`src/rtl/fetch_stage.sv`:
```
// LC-3b instruction-fetch stage: owns the PC, reads instruction memory and
// presents one instruction slot per cycle to decode, with stall, wait-state and redirect handling.
module fetch_stage #(
    parameter int                ADDR_W   = 16,
    parameter int                INSTR_W  = 16,
    parameter logic [ADDR_W-1:0] RESET_PC = 16'h0000
) (
    input  logic               clk,
    input  logic               reset_n,
    output logic               imem_read,
    output logic [ADDR_W-1:0]  imem_address,
    input  logic [INSTR_W-1:0] imem_rdata,
    input  logic               imem_resp,
    input  logic               redirect_valid,
    input  logic [ADDR_W-1:0]  redirect_pc,
    input  logic               stall,
    output logic               if_valid,
    output logic [INSTR_W-1:0] if_ir,
    output logic [ADDR_W-1:0]  if_pc,
    output logic [3:0]         if_opcode,
    output logic               if_ir4,
    output logic               if_ir5,
    output logic               if_ir11
);

    typedef enum logic [1:0] {
        ST_FETCH = 2'b00,
        ST_HOLD  = 2'b01,
        ST_DRAIN = 2'b10
    } state_t;

    state_t              state_r, state_s;
    logic [ADDR_W-1:0]   pc_r, pc_s;
    logic [ADDR_W-1:0]   drain_addr_r, drain_addr_s;
    logic [INSTR_W-1:0]  hold_r, hold_s;
    logic [INSTR_W-1:0]  ir_r, ir_s;
    logic [ADDR_W-1:0]   ifpc_r, ifpc_s;
    logic                valid_r, valid_s;
    logic                slot_free_s;
    logic [ADDR_W-1:0]   pc_inc_s;

    // Next-state and next-slot computation for the fetch controller
    always_comb begin
        state_s      = state_r;
        pc_s         = pc_r;
        drain_addr_s = drain_addr_r;
        hold_s       = hold_r;
        ir_s         = ir_r;
        ifpc_s       = ifpc_r;
        valid_s      = valid_r;
        slot_free_s  = ~valid_r | ~stall;
        pc_inc_s     = pc_r + ADDR_W'(2);

        case (state_r)
            ST_FETCH: begin
                if (redirect_valid) begin
                    pc_s    = redirect_pc;
                    valid_s = 1'b0;
                    if (imem_resp) begin
                        state_s = ST_FETCH;
                    end else begin
                        // keep the in-flight address on the bus until its response drains
                        drain_addr_s = pc_r;
                        state_s      = ST_DRAIN;
                    end
                end else if (imem_resp) begin
                    if (slot_free_s) begin
                        ir_s    = imem_rdata;
                        ifpc_s  = pc_inc_s;
                        valid_s = 1'b1;
                        pc_s    = pc_inc_s;
                    end else begin
                        hold_s  = imem_rdata;
                        state_s = ST_HOLD;
                    end
                end else if (slot_free_s) begin
                    valid_s = 1'b0;
                end else begin
                    valid_s = valid_r;
                end
            end
            ST_HOLD: begin
                if (redirect_valid) begin
                    hold_s  = {INSTR_W{1'b0}};
                    valid_s = 1'b0;
                    pc_s    = redirect_pc;
                    state_s = ST_FETCH;
                end else if (!stall) begin
                    ir_s    = hold_r;
                    ifpc_s  = pc_inc_s;
                    valid_s = 1'b1;
                    pc_s    = pc_inc_s;
                    state_s = ST_FETCH;
                end else begin
                    state_s = ST_HOLD;
                end
            end
            ST_DRAIN: begin
                valid_s = 1'b0;
                if (redirect_valid) begin
                    pc_s = redirect_pc;
                end else begin
                    pc_s = pc_r;
                end
                if (imem_resp) begin
                    state_s = ST_FETCH;
                end else begin
                    state_s = ST_DRAIN;
                end
            end
            default: begin
                state_s = ST_FETCH;
                valid_s = 1'b0;
            end
        endcase
    end

    // State and output-slot registers
    always_ff @(posedge clk or negedge reset_n) begin
        if (!reset_n) begin
            state_r      <= ST_FETCH;
            pc_r         <= RESET_PC;
            drain_addr_r <= {ADDR_W{1'b0}};
            hold_r       <= {INSTR_W{1'b0}};
            ir_r         <= {INSTR_W{1'b0}};
            ifpc_r       <= {ADDR_W{1'b0}};
            valid_r      <= 1'b0;
        end else begin
            state_r      <= state_s;
            pc_r         <= pc_s;
            drain_addr_r <= drain_addr_s;
            hold_r       <= hold_s;
            ir_r         <= ir_s;
            ifpc_r       <= ifpc_s;
            valid_r      <= valid_s;
        end
    end

    // Request is idle only while holding a word or while in reset
    assign imem_read    = reset_n & (state_r != ST_HOLD);
    assign imem_address = (state_r == ST_DRAIN) ? drain_addr_r : pc_r;

    assign if_valid  = valid_r;
    assign if_ir     = ir_r;
    assign if_pc     = ifpc_r;
    assign if_opcode = ir_r[15:12];
    assign if_ir4    = ir_r[4];
    assign if_ir5    = ir_r[5];
    assign if_ir11   = ir_r[11];

endmodule

```
`config.mk`:
```
export PLATFORM = sky130hd
export DESIGN_NAME = fetch_stage
export DESIGN_NICKNAME = d
export VERILOG_FILES = /design/src/rtl/fetch_stage.sv
export SDC_FILE = /design/constraint.sdc
export NUM_CORES = 1
export LEC_CHECK = 0
export CORE_MARGIN = 2
export CORE_UTILIZATION = 25
export DETAILED_ROUTE_END_ITERATION = 10
export GPL_TIMING_DRIVEN = 0
export PLACE_DENSITY = 0.44
export REMOVE_ABC_BUFFERS = 1
export SYNTH_ARGS = -nofsm -noshare
export SYNTH_HDL_FRONTEND = slang
export SYNTH_SLANG_ARGS = --single-unit
```
`constraint.sdc`:
```
create_clock -name clk -period 3.2 [get_ports clk]
set_clock_uncertainty 0.15 [all_clocks]
set_input_delay 0.32 -clock clk [delete_from_list [all_inputs] [get_ports clk]]
set_output_delay 0.32 -clock clk [all_outputs]
set_load 0.05 [all_outputs]
```
==> results of run 1 <==
## worst reg2reg max path: cells and delay by family (launching register included)
kind | cells | cell delay [ns]
AND/OR/NAND/NOR | 2 | 0.92
flip-flops | 1 | 0.65
buffers and inverters | 2 | 0.57
AO/OA/AOI/OAI | 1 | 0.10
## per-layer routing
metal,track usage [%],up-vias
met5,0,-
met3,3.88,12
li1,-,1524
met2,20.4,81
met4,3.62,0
met1,16.6,1489
## power by group through the flow
stage | Sequential [W] | Clock, W | Combinational (W)
global route | 0.00152 | 0.00117 | 0.00155
finish | 0.00148 | 0.00108 | 0.00146
CTS | 0.00148 | 0.00112 | 0.00147
global placement | 0.00149 | 0 | 0.00144
detailed placement | 0.00150 | 0 | 0.00146
floorplan | 0.00187 | 0 | 0.000562
## registers in the layout (all words and copies together), names as in the netlist
signal        cells
if_ir            16
if_valid          1
state_r           2
drain_addr_r     16
hold_r           16
if_pc            16
pc_r             16
## cells in the mapped netlist (all sizes together), types with 2 or more instances
master / instances
dfrtp: 83
nand2: 51
mux2: 47
o21ai: 45
a21oi: 30
buf: 23
and2: 20
nor2: 16
clkbuf: 9
xnor2: 7
nand3: 6
xor2: 6
a31oi: 4
and3: 4
nor3: 4
a22oi: 3
a2bb2oi: 3
inv: 3
nand4: 3
nor2b: 3
o21a: 3
o22a: 3
o22ai: 2
or2: 2
or3: 2
## final timing paths
check                                  to  slack, ns  cells after the start
max in group asynchronous       if_pc[14]       1.93                      3
worst min register to register   if_ir[1]       0.32                      2
worst min-delay path             if_ir[1]       0.32                      2
min in group asynchronous       hold_r[6]       0.33                      2
worst max register to register   pc_r[11]       0.67                      5
worst max-delay path            imem_read       0.17                      5
## repair_timing
| action | CTS | global route |
|---|---|---|
| gates resized for setup | 1 | 0 |
| setup buffers | 0 | 2 |
| endpoints found under the setup margin | 7 | 7 |
| hold endpoints to repair | 31 | 0 |
| hold buffers | 1 | 0 |
## layout make-up
type,count,area [µm²]
fill,1620,10400
sequential,83,2080
multi-input combinational,275,1820
timing repair buffer,100,1060
clock buffer,15,278
tap,216,270
clock inverter,1,30.0
inverter,3,11.3
## kinds of logic after synthesis
| group | after synthesis | synth area share, % |
|---|---|---|
| compound gates | 98 | 13.7 |
| buf+inv | 35 | 4.81 |
| mux | 47 | 13.0 |
| xor+xnor | 13 | 2.79 |
| flops | 83 | 50.9 |
| fa+ha+maj | 1 | 0.306 |
| simple gates | 116 | 14.6 |
## layout by cell type (no fill, tap or decap), types with 4 or more instances in the layout
| cell | count |
|---|---|
| nand2_1 | 51 |
| nor3_1 | 4 |
| a31oi_1 | 4 |
| mux2_1 | 10 |
| and2_1 | 20 |
| and3_1 | 4 |
| a21oi_1 | 29 |
| mux2_2 | 37 |
| nand3_1 | 6 |
| xnor2_1 | 7 |
| xor2_1 | 6 |
| o21ai_0 | 42 |
| clkbuf_16 | 9 |
| clkdlybuf4s50_1 | 92 |
| nor2_1 | 14 |
| dfrtp_1 | 83 |
## through the flow
step | setup slack [ns] | area [µm²] | hold slack [ns]
after detailed placement | 0.205 | 5200 | 0.159
after global placement | -2.26 | 5100 | 0.313
after floorplan | 0.432 | 3900 | -0.126
after CTS | 0.0394 | 5520 | 0.333
final | 0.171 | 5550 | 0.324
after global routing | 0.0121 | 5550 | 0.347
==> impl_metrics.tcl, run 1 <==
set metrics [dict create \
    die_w_um 132 \
    min-delay-start "if_ir[1]" \
    cp_top_family "buffers and inverters" \
    ys_top_cells_by_area "dfrtp_1 51%, mux2_2 10%, o21ai_0 5.1%" \
    clkPwrFrac_pct 26.9 \
    power_density_mw_per_mm2 725 \
    final_antenna_net_count 0 \
    max_freq_ghz 0.330 \
    syn_avg_cell_area_um2 10.4 \
    critPathRequiredTime_ns 2.73 \
    grt_pass1_wl_um 17400 \
    drt-met1-wl_um 5110 \
    synth-edff-count 0 \
    hpwl_um 7240 \
    syn_inst 393 \
    coreArea_mm2 0.0159 \
    worst-path-buf-inv 4 \
    drt_iter0_markers 145 \
    synth_top_cell_by_area "dfrtp_1" \
    grt_overflow 0 \
    p_sw_w 0.00148 \
    met3_length_um 502 \
    synth_area_mm2 0.00408 \
    synth-seq-area-share_pct 50.9 \
    fin_crit_sh_pct 94.7 \
    start_util_pct 25.6 \
    end_kind "output port" \
    diodes 0 \
    seqPwrFrac_pct 36.8 \
    max_slew_margin_pct 17.5 \
    worstPathArrival_ns 2.56 \
    clkTransAtPathRegs_ns 0.06 \
    cp_slowest_cell "clkdlybuf4s50_1" \
    p_int_w 0.00254 \
    crit_path_max_incr_delay_ns 0.80 \
    cts_max_level 3 \
    crit_fanout 53 \
    combPwrFrac_pct 36.3 \
    antenna_found_initial 0 \
    ys.flop_type "dfrtp_1" \
    synth_warnings 0 \
    routed.top_layer "met4" \
    die_h_um 132 \
    grt_pass1_vias 3186 \
    rr_startpoint "state_r[0]" \
    hold_viol 0 \
    path_class "input port to output port" \
    cts-buffers-inserted 9 \
    synth_top_area_share_pct 50.9 \
    portBuffers 93 \
    startpoint_type "input port" \
    firstDrtPassIters 4 \
    leakagePower_nw 2.26 \
    drive_above_1_share_pct 13.8 \
    place_inst 674 \
    io_pins 94 \
    finalNetCount 510 \
    totalNegativeSetupSlack_ns 0 \
    ys_ff_latch 83 \
    die-area_mm2 0.0174 \
    drc_errors 0 \
    period_minus_slack_ns 3.03 \
    clockBufferDepth 2 \
    track_usage_pct 12.7 \
    peakVddDrop_mv 0.333 \
    instances_no_fill 693 \
    cts-root-buf "clkbuf_16" \
    post_drt_via_cell_ratio 4.48 \
    gp_congestion 0.721 \
    finalMaxSlewViolations 0 \
    grt_start_max_net_pins 54 \
    clk_latency_ns 0.34 \
    startpoint "reset_n" \
    wl_um 10600 \
    cts.sinks 83 \
    ys_types 46 \
    hold_class "flop to flop" \
    cts_tree "yes" \
    rows 46 \
    tightest_slew_ns 1.23 \
    cap_violations 0 \
    vias 3106 \
    ys_async_sr_fraction_pct 100 \
    final_util_pct 34.8 \
    outcome "completed" \
    syn2layout_area_growth_pct 35.8 \
    setup_viol 0 \
    p_sw_share_pct 36.9 \
    rsz0062_at_grt "false" \
    total_power_w 0.00402 \
    cp_cell_sequence "dlygate4sd3_1 -> buf_4 -> buf_16 -> and2_1 -> clkdlybuf4s50_1" \
    wl_met2_um 4840 \
    wl_per_cell_um 15.3 \
]
Note: power is estimated with default switching activity, not from simulation.
==> inputs of run 2 (changes only) <==
--- a/config.mk
+++ b/config.mk
@@ -5,6 +5,7 @@
 export SDC_FILE = /design/constraint.sdc
 export NUM_CORES = 1
 export LEC_CHECK = 0
+export ABC_AREA = 0
 export CORE_MARGIN = 2
 export CORE_UTILIZATION = 25
 export DETAILED_ROUTE_END_ITERATION = 10
==> results of run 2 <==
Final layout, timing and power as in run 1 (identical DEF).
